### src/rtl/alu_muldiv_seq.sv
`default_nettype none
// ============================================================================
// Module   : alu_muldiv_seq
// Brief    : 8x8 unsigned multiply / 8/8 unsigned divide sequenced onto the
//            shared datapath ALU, one ALU operation per cycle.
// Revision : 1.0  initial release
// ============================================================================
module alu_muldiv_seq (
    input  logic       clk,
    input  logic       reset,
    input  logic       start,
    input  logic       op,
    input  logic [7:0] a,
    input  logic [7:0] b,
    output logic       busy,
    output logic       done,
    output logic [7:0] res_hi,
    output logic [7:0] res_lo,
    output logic       div0,
    output logic [7:0] alu_opA,
    output logic [7:0] alu_opB,
    output logic [2:0] alu_op,
    output logic [1:0] alu_funct,
    input  logic [7:0] alu_result,
    input  logic       alu_zero
);

    localparam logic [2:0] C_ALU_AND = 3'd0;
    localparam logic [2:0] C_ALU_ADD = 3'd2;
    localparam logic [2:0] C_ALU_SUB = 3'd3;
    localparam logic [2:0] C_ALU_SLT = 3'd4;

    typedef enum logic [2:0] {
        S_IDLE     = 3'd0,
        S_MUL_STEP = 3'd1,
        S_DIV_CMP  = 3'd2,
        S_DIV_SUB  = 3'd3,
        S_DONE     = 3'd4
    } state_t;

    state_t     state_q;
    logic [2:0] step_q;
    // hi_q: accumulator (MUL) / partial remainder (DIV)
    // lo_q: multiplier shift register (MUL) / quotient shift register (DIV)
    // opnd_q: multiplicand (MUL) / divisor (DIV)
    logic [7:0] hi_q, lo_q, opnd_q;
    logic       ge_q;
    logic       busy_q, done_q, div0_q;
    logic [7:0] res_hi_q, res_lo_q;

    logic       carry_d;
    logic [7:0] mul_hi_d, mul_lo_d, shift_d, rem_d;

    always_comb begin
        carry_d  = (alu_result < hi_q);
        mul_hi_d = {carry_d, alu_result[7:1]};
        mul_lo_d = {alu_result[0], lo_q[7:1]};
        shift_d  = {hi_q[6:0], lo_q[7]};
        rem_d    = ge_q ? alu_result : hi_q;
    end

    always_comb begin
        alu_opA = 8'd0;
        alu_opB = 8'd0;
        alu_op  = C_ALU_AND;
        case (state_q)
            S_MUL_STEP: begin
                alu_opA = hi_q;
                alu_opB = lo_q[0] ? opnd_q : 8'd0;
                alu_op  = C_ALU_ADD;
            end
            S_DIV_CMP: begin
                alu_opA = shift_d;
                alu_opB = opnd_q;
                alu_op  = C_ALU_SLT;
            end
            S_DIV_SUB: begin
                alu_opA = hi_q;
                alu_opB = opnd_q;
                alu_op  = C_ALU_SUB;
            end
            default: ;
        endcase
    end

    always_ff @(posedge clk) begin
        if (reset) begin
            state_q  <= S_IDLE;
            step_q   <= 3'd0;
            hi_q     <= 8'd0;
            lo_q     <= 8'd0;
            opnd_q   <= 8'd0;
            ge_q     <= 1'b0;
            busy_q   <= 1'b0;
            done_q   <= 1'b0;
            div0_q   <= 1'b0;
            res_hi_q <= 8'd0;
            res_lo_q <= 8'd0;
        end else begin
            case (state_q)
                S_IDLE: begin
                    done_q <= 1'b0;
                    if (start) begin
                        div0_q <= 1'b0;
                        step_q <= 3'd0;
                        busy_q <= 1'b1;
                        hi_q   <= 8'd0;
                        lo_q   <= a;
                        opnd_q <= b;
                        if (!op) begin
                            state_q <= S_MUL_STEP;
                        end else if (b != 8'd0) begin
                            state_q <= S_DIV_CMP;
                        end else begin
                            res_hi_q <= a;
                            res_lo_q <= 8'hFF;
                            div0_q   <= 1'b1;
                            done_q   <= 1'b1;
                            state_q  <= S_DONE;
                        end
                    end
                end
                S_MUL_STEP: begin
                    hi_q   <= mul_hi_d;
                    lo_q   <= mul_lo_d;
                    step_q <= step_q + 3'd1;
                    if (step_q == 3'd7) begin
                        res_hi_q <= mul_hi_d;
                        res_lo_q <= mul_lo_d;
                        done_q   <= 1'b1;
                        state_q  <= S_DONE;
                    end
                end
                S_DIV_CMP: begin
                    // alu_zero from SLT means shifted remainder >= divisor
                    hi_q    <= shift_d;
                    lo_q    <= {lo_q[6:0], alu_zero};
                    ge_q    <= alu_zero;
                    state_q <= S_DIV_SUB;
                end
                S_DIV_SUB: begin
                    hi_q   <= rem_d;
                    step_q <= step_q + 3'd1;
                    if (step_q == 3'd7) begin
                        res_hi_q <= rem_d;
                        res_lo_q <= lo_q;
                        done_q   <= 1'b1;
                        state_q  <= S_DONE;
                    end else begin
                        state_q <= S_DIV_CMP;
                    end
                end
                S_DONE: begin
                    done_q  <= 1'b0;
                    busy_q  <= 1'b0;
                    state_q <= S_IDLE;
                end
                default: state_q <= S_IDLE;
            endcase
        end
    end

    assign busy      = busy_q;
    assign done      = done_q;
    assign div0      = div0_q;
    assign res_hi    = res_hi_q;
    assign res_lo    = res_lo_q;
    assign alu_funct = 2'b00;

endmodule
`default_nettype wire
### config.mk
export PLATFORM = sky130hd
export DESIGN_NAME = alu_muldiv_seq
export DESIGN_NICKNAME = d
export VERILOG_FILES = /design/src/rtl/alu_muldiv_seq.sv
export SDC_FILE = /design/constraint.sdc
export NUM_CORES = 1
export LEC_CHECK = 0
export BUFFER_PORTS_ARGS = -buffer_cell sky130_fd_sc_hd__buf_2
export CORE_MARGIN = 4
export CORE_UTILIZATION = 53
export DETAILED_ROUTE_END_ITERATION = 8
export PLACE_DENSITY_LB_ADDON = 0.1
export SLEW_MARGIN = 40
export SYNTH_ARGS = -nofsm -noshare
export SYNTH_HDL_FRONTEND = slang
export SYNTH_SLANG_ARGS = --single-unit
### constraint.sdc
create_clock -name clk -period 2.25 [get_ports clk]
set_input_delay 0.1125 -clock clk [delete_from_list [all_inputs] [get_ports clk]]
set_output_delay 0.1125 -clock clk [all_outputs]
set_load 0.1 [all_outputs]
=== Word level (Yosys, flattened, before mapping) ===
Cells that the tools add are included.

* Memory bits (read-only): 0
* Flip-flop bits (word level): 50
* Latch bits: 0
* Memories kept: 0
* Logic and storage cells: 78
* Bits in writable memories: 0

* Reduce and logical (&&, ||, !) cells: 18
* Multiplexer cells: 36
* Multipliers: 0
* Order comparisons: 1
* Shifts and indexed selects: 0
* Equality and inequality tests: 11
* Add/subtract/negate cells: 1
* Bitwise gates (word level): 0
* Div/mod/pow operators: 0

{| class="wikitable"
|+ Operator list
! operator !! number
|-
| 8-bit 2-to-1 mux || 14
|-
| 8-bit case mux with 3 select lines || 3
|-
| 8-bit case mux with 2 select lines || 2
|-
| 8-bit case mux with 4 select lines || 1
|-
| 3-bit 2-to-1 mux || 6
|-
| 2-bit AND reduction || 7
|-
| 3-bit case mux with 4 select lines || 1
|-
| 2-bit inequality test, second input constant || 5
|-
| 3-bit case mux with 3 select lines || 1
|-
| 3-bit nonzero test || 3
|-
| 8-bit less-than comparator || 1
|-
| 8-bit nonzero test || 1
|-
| 3-bit by 2-bit equality test with 1-bit output, second input constant || 2
|-
| 3-bit equality test, second input constant || 2
|-
| 3-bit case mux with 2 select lines || 1
|-
| 6-bit AND reduction || 1
|-
| 1-bit 2-to-1 mux || 5
|-
| 2-bit nonzero test || 2
|-
| 4-bit nonzero test || 1
|-
| 2-bit OR reduction || 2
|-
| 3-bit by 1-bit adder with 3-bit output, second input constant || 1
|-
| 3-bit by 1-bit equality test with 1-bit output, second input constant || 1
|-
| 3-bit logical NOT || 1
|-
| 1-bit case mux with 3 select lines || 1
|-
| other kinds (2) || 2
|}

=== Depth between registers and ports, before layout ===
* Depth after elaboration: 5
* Mapped depth: 9
* Depth with buffers taken out: 7

=== Worst setup path before layout ===
OpenSTA, ideal clock, no wires.

* Kind: register -> output
* From: reg state_q[1]
* To: out alu_opA[1]
* Required time: 2138 ps
* Cell stages (with the launch flop): 6
* Arrival time: 3168 ps
* Path slack: -1030 ps
* Path buffers: 2
* Cells stage by stage: dfxtp_1 clkbuf_1 nor3b_2 clkbuf_1 nand2_1 o21ai_0

* Longest elaborated chain between the ends: 3
* Elaborated cells between the ends (all ways): 5
* Those cells by class: 3 x eq/ne; 1 x mux; 1 x reduce/logical

{| class="wikitable"
|+ Ends and longest elaborated chain
! element !! line !! source
|-
| from (decl) || 41 || <nowiki>state_t state_q;</nowiki>
|-
| from (signal assigned) || 88 || <nowiki>state_q <= S_IDLE;</nowiki>
|-
| from (signal assigned) || 111 || <nowiki>state_q <= S_MUL_STEP;</nowiki>
|-
| from (signal assigned) || 113 || <nowiki>state_q <= S_DIV_CMP;</nowiki>
|-
| 3-bit by 2-bit equality test with 1-bit output or 3-bit by 1-bit equality test with 1-bit output (tied branches) || 66 || <nowiki>case (state_q)</nowiki>
|-
| 2-bit OR reduction (no line) || - ||
|-
| 8-bit case mux with 2 select lines (*) || 66 ||
|-
| to (decl) || 20 || <nowiki>output logic [7:0] alu_opA,</nowiki>
|}

Every way passes the cells marked *; elsewhere a longest branch is shown, timed or not.

=== Worst setup path after layout ===
* From: reg state_q[1]
* To: out alu_opB[2]

* Longest elaborated chain between the ends: 3
* Elaborated cells between the ends (all ways): 5
* Those cells by class: 3 x eq/ne; 1 x mux; 1 x reduce/logical

{| class="wikitable"
|+ Ends and longest elaborated chain
! element !! line !! source
|-
| 3-bit by 2-bit equality test with 1-bit output || 66 ||
|-
| 2-bit OR reduction (no line) || - ||
|-
| 8-bit case mux with 2 select lines (*) || 66 ||
|-
| to (decl) || 21 || <nowiki>output logic [7:0] alu_opB,</nowiki>
|}

Marks and branches as above.

==> flow_summary.ini <==
[pwr]
p_int_mw = 1.641
swShare = 0.4655
power.static_leakage_nw = 1.353
power.share.clock = 0.167
p_sw_mw = 1.430
seq_power_share = 0.363
power_density_mw_per_mm2 = 862.4
pwr-share-comb = 0.470
vdd_drop_max_mv = 0.4300

[yosys]
synthCells = 338
synth_edf_count = 0
yosysUniqueCellTypes = 43
yosysMostFrequentCell = dfxtp_1
synth-main-ff-cell = dfxtp_1
avgSynthCellArea_um2 = 8.218
seq_area_frac_synth = 0.3604
synth_top_family_by_area = compound AO/OA/AOI/OAI gates
synth_area_mm2 = 0.002778
ys_warn_count = 0
synth_mux_area_frac = 0.07568
async_reset_ff_frac = 0
synth.top_cell.area_share = 0.3604
synth_xor_area_frac = 0
netlist_top_cells_area = dfxtp_1 36%, mux2i_1 7.6%, a21oi_1 6.8%, nand2_1 6.2%, nor2_1 5.3%
synthAdderAreaFrac = 0.04054
synth-simple-area-share = 0.1874
synth_common_cells = 50 x dfxtp_1, 46 x nand2_1, 39 x nor2_1, 38 x a21oi_1, 21 x mux2i_1
synth_top_area_cell = dfxtp_1
synth_seq_cells = 50
synth-compound-area-share = 0.2739

[finish]
final_util = 0.6972
design_area_mm2 = 0.003561
synthToLayoutAreaGrowth_pct = 28.20
drive_gt1_frac = 0.2771
antennaDiodeCount = 0
final_nets = 435

[detailed_routing]
drc = 0
via_per_inst = 5.694
initialDrtViolationCount = 260
drt_first_pass_iters = 5
wl_per_cell_um = 15.25
ant_nets = 0
vias = 2659
wl_um = 7121

[clocking]
cts-root-buf = clkbuf_8
htree_levels = 2
clock_sinks = 50
cts_setup_buffers = 0
cts_buffer_depth = 2
hold_buffers = 0
clk_latency_ns = 0.30
path_clk_slew_ns = 0.09
ctsResizeCount = 0
cts_tree = yes
cts-buffers-inserted = 5

[sta]
fmax_mhz = 479.6
finClkSkew_ns = 0.005825
slew-limit-headroom = 0.5657
whs_ns = 0.04086
rsz0062_at_grt = false
period_share = 0.9267
setup_viol = 0
drv_slew = 0
fin_ws_ns = 0.1648
finalHoldViolCount = 0
tns_ns = 0
post-route-min-period_ns = 2.085
tightest_slew_ns = 0.6515

[worst_setup_path]
start_kind = flop
crit_type = reg -> out
cp.required_ns = 2.14
critPathMaxFanout = 23
r2r_cells = 7
worstSetupEndpointType = output pin
reg2reg_setup_slack_ns = 0.22
worstReg2RegEnd = res_hi[7]
critPathArrivalTime_ns = 1.97
rr_startpoint = state_q[0]

[grt]
gr-total-overflow = 0
grt_pass1_vias = 2479
antenna_found_initial = 0
grt_use_total = 0.2329
grt_pass1_wl_um = 11920
grt_max_degree = 33

[place]
place_hpwl_um = 5217
portBuffers = 66
place_ws_ns = 0.2665
gp_routability_congestion = 0.8634
dpl-instance-area_mm2 = 0.003481

[die]
core_mm2 = 0.005107
die_w_um = 80.40
num_io_pins = 69
initial_utilization = 0.5439
die_y_um = 80.40
core.rowCount = 26
dieArea_mm2 = 0.006463

[min_path]
hold_depth = 3
hp-start = b[1]
hold_end = opnd_q[1]
hold_class = in -> reg

[job]
cap_violations = 0

[status]
status = finished clean
## power groups by stage
stage / logic [mW] / clock network [mW] / registers (mW)
2_1_floorplan: 0.799 / 0 / 1.45
3_3_place_gp: 1.41 / 0 / 1.13
3_5_place_dp: 1.44 / 0 / 1.14
4_1_cts: 1.44 / 0.527 / 1.12
5_1_grt: 1.55 / 0.566 / 1.13
6_report: 1.44 / 0.514 / 1.12
## worst max-delay path, stage by stage (launching register included)
cell	delay, ns
dfxtp_1	0.42
buf_4	0.32
a21oi_1	0.07
nor2_1	0.38
and2_1	0.28
buf_12	0.19
## metal layers
metal	track usage	routed length, um	vias to the layer above
li1	-	-	1334
met1	0.3145	3126	1226
met2	0.3758	3392	90
met3	0.04260	498	9
met4	0.07095	104	0
met5	0	0	-
## area by class of cell
type,count,area [um2]
clock buffer,6,72.57
clock inverter,1,7.507
fill,442,1546
inverter,11,41.29
multi-input combinational,252,1640
sequential,50,1001
tap,70,87.58
timing repair buffer,77,710.7
## flip-flops by register name, indices dropped and copies added, names as in the netlist
signal,count
step_q,3
done,1
busy,1
res_lo,8
opnd_q,8
res_hi,8
div0,1
hi_q,8
ge_q,1
lo_q,8
state_q,3
## kinds of logic after synthesis
| logic type | after synthesis |
|---|---|
| AOI/OAI and AO/OA | 102 |
| adders and majority gates | 9 |
| buffers and inverters | 37 |
| DFF | 50 |
| muxes | 21 |
| other | 1 |
| and+or+nand+nor | 118 |
## cells in the final DEF (no fill, tap or decap), types with 2 or more instances in the layout
cell type,n
buf_2,47
o22ai_1,7
buf_12,20
a221oi_1,2
buf_4,10
o21ai_2,7
a311oi_1,2
a211oi_1,6
inv_2,2
a211oi_2,5
inv_1,9
and2_1,9
o211ai_1,7
a22oi_1,2
a222oi_1,5
clkbuf_8,5
or4_1,2
o21ai_0,3
nor2_1,39
ha_1,9
nand2_1,46
dfxtp_1,50
nand2b_1,6
conb_1,2
nand3_1,6
nor3_1,5
a21oi_1,38
mux2i_1,21
a311oi_2,7
## worst max-delay path by stage
stage	start	end	slack (ns)
5_1_grt	state_q[1]	alu_opB[2]	0.002
3_3_place_gp	state_q[0]	res_lo[1]	0.36
6_report	state_q[1]	alu_opB[2]	0.16
3_5_place_dp	state_q[0]	res_lo[5]	0.27
4_1_cts	state_q[1]	alu_opB[2]	0.16
2_1_floorplan	state_q[2]	alu_opA[0]	0.05
## through the flow
stage | total power [mW] | cells
finish | 3.071 | 467
global route | 3.246 | 467
CTS | 3.084 | 467
detailed placement | 2.575 | 460
global placement | 2.545 | 460
floorplan | 2.245 | 339
Note: power is estimated with default switching activity, not from simulation.
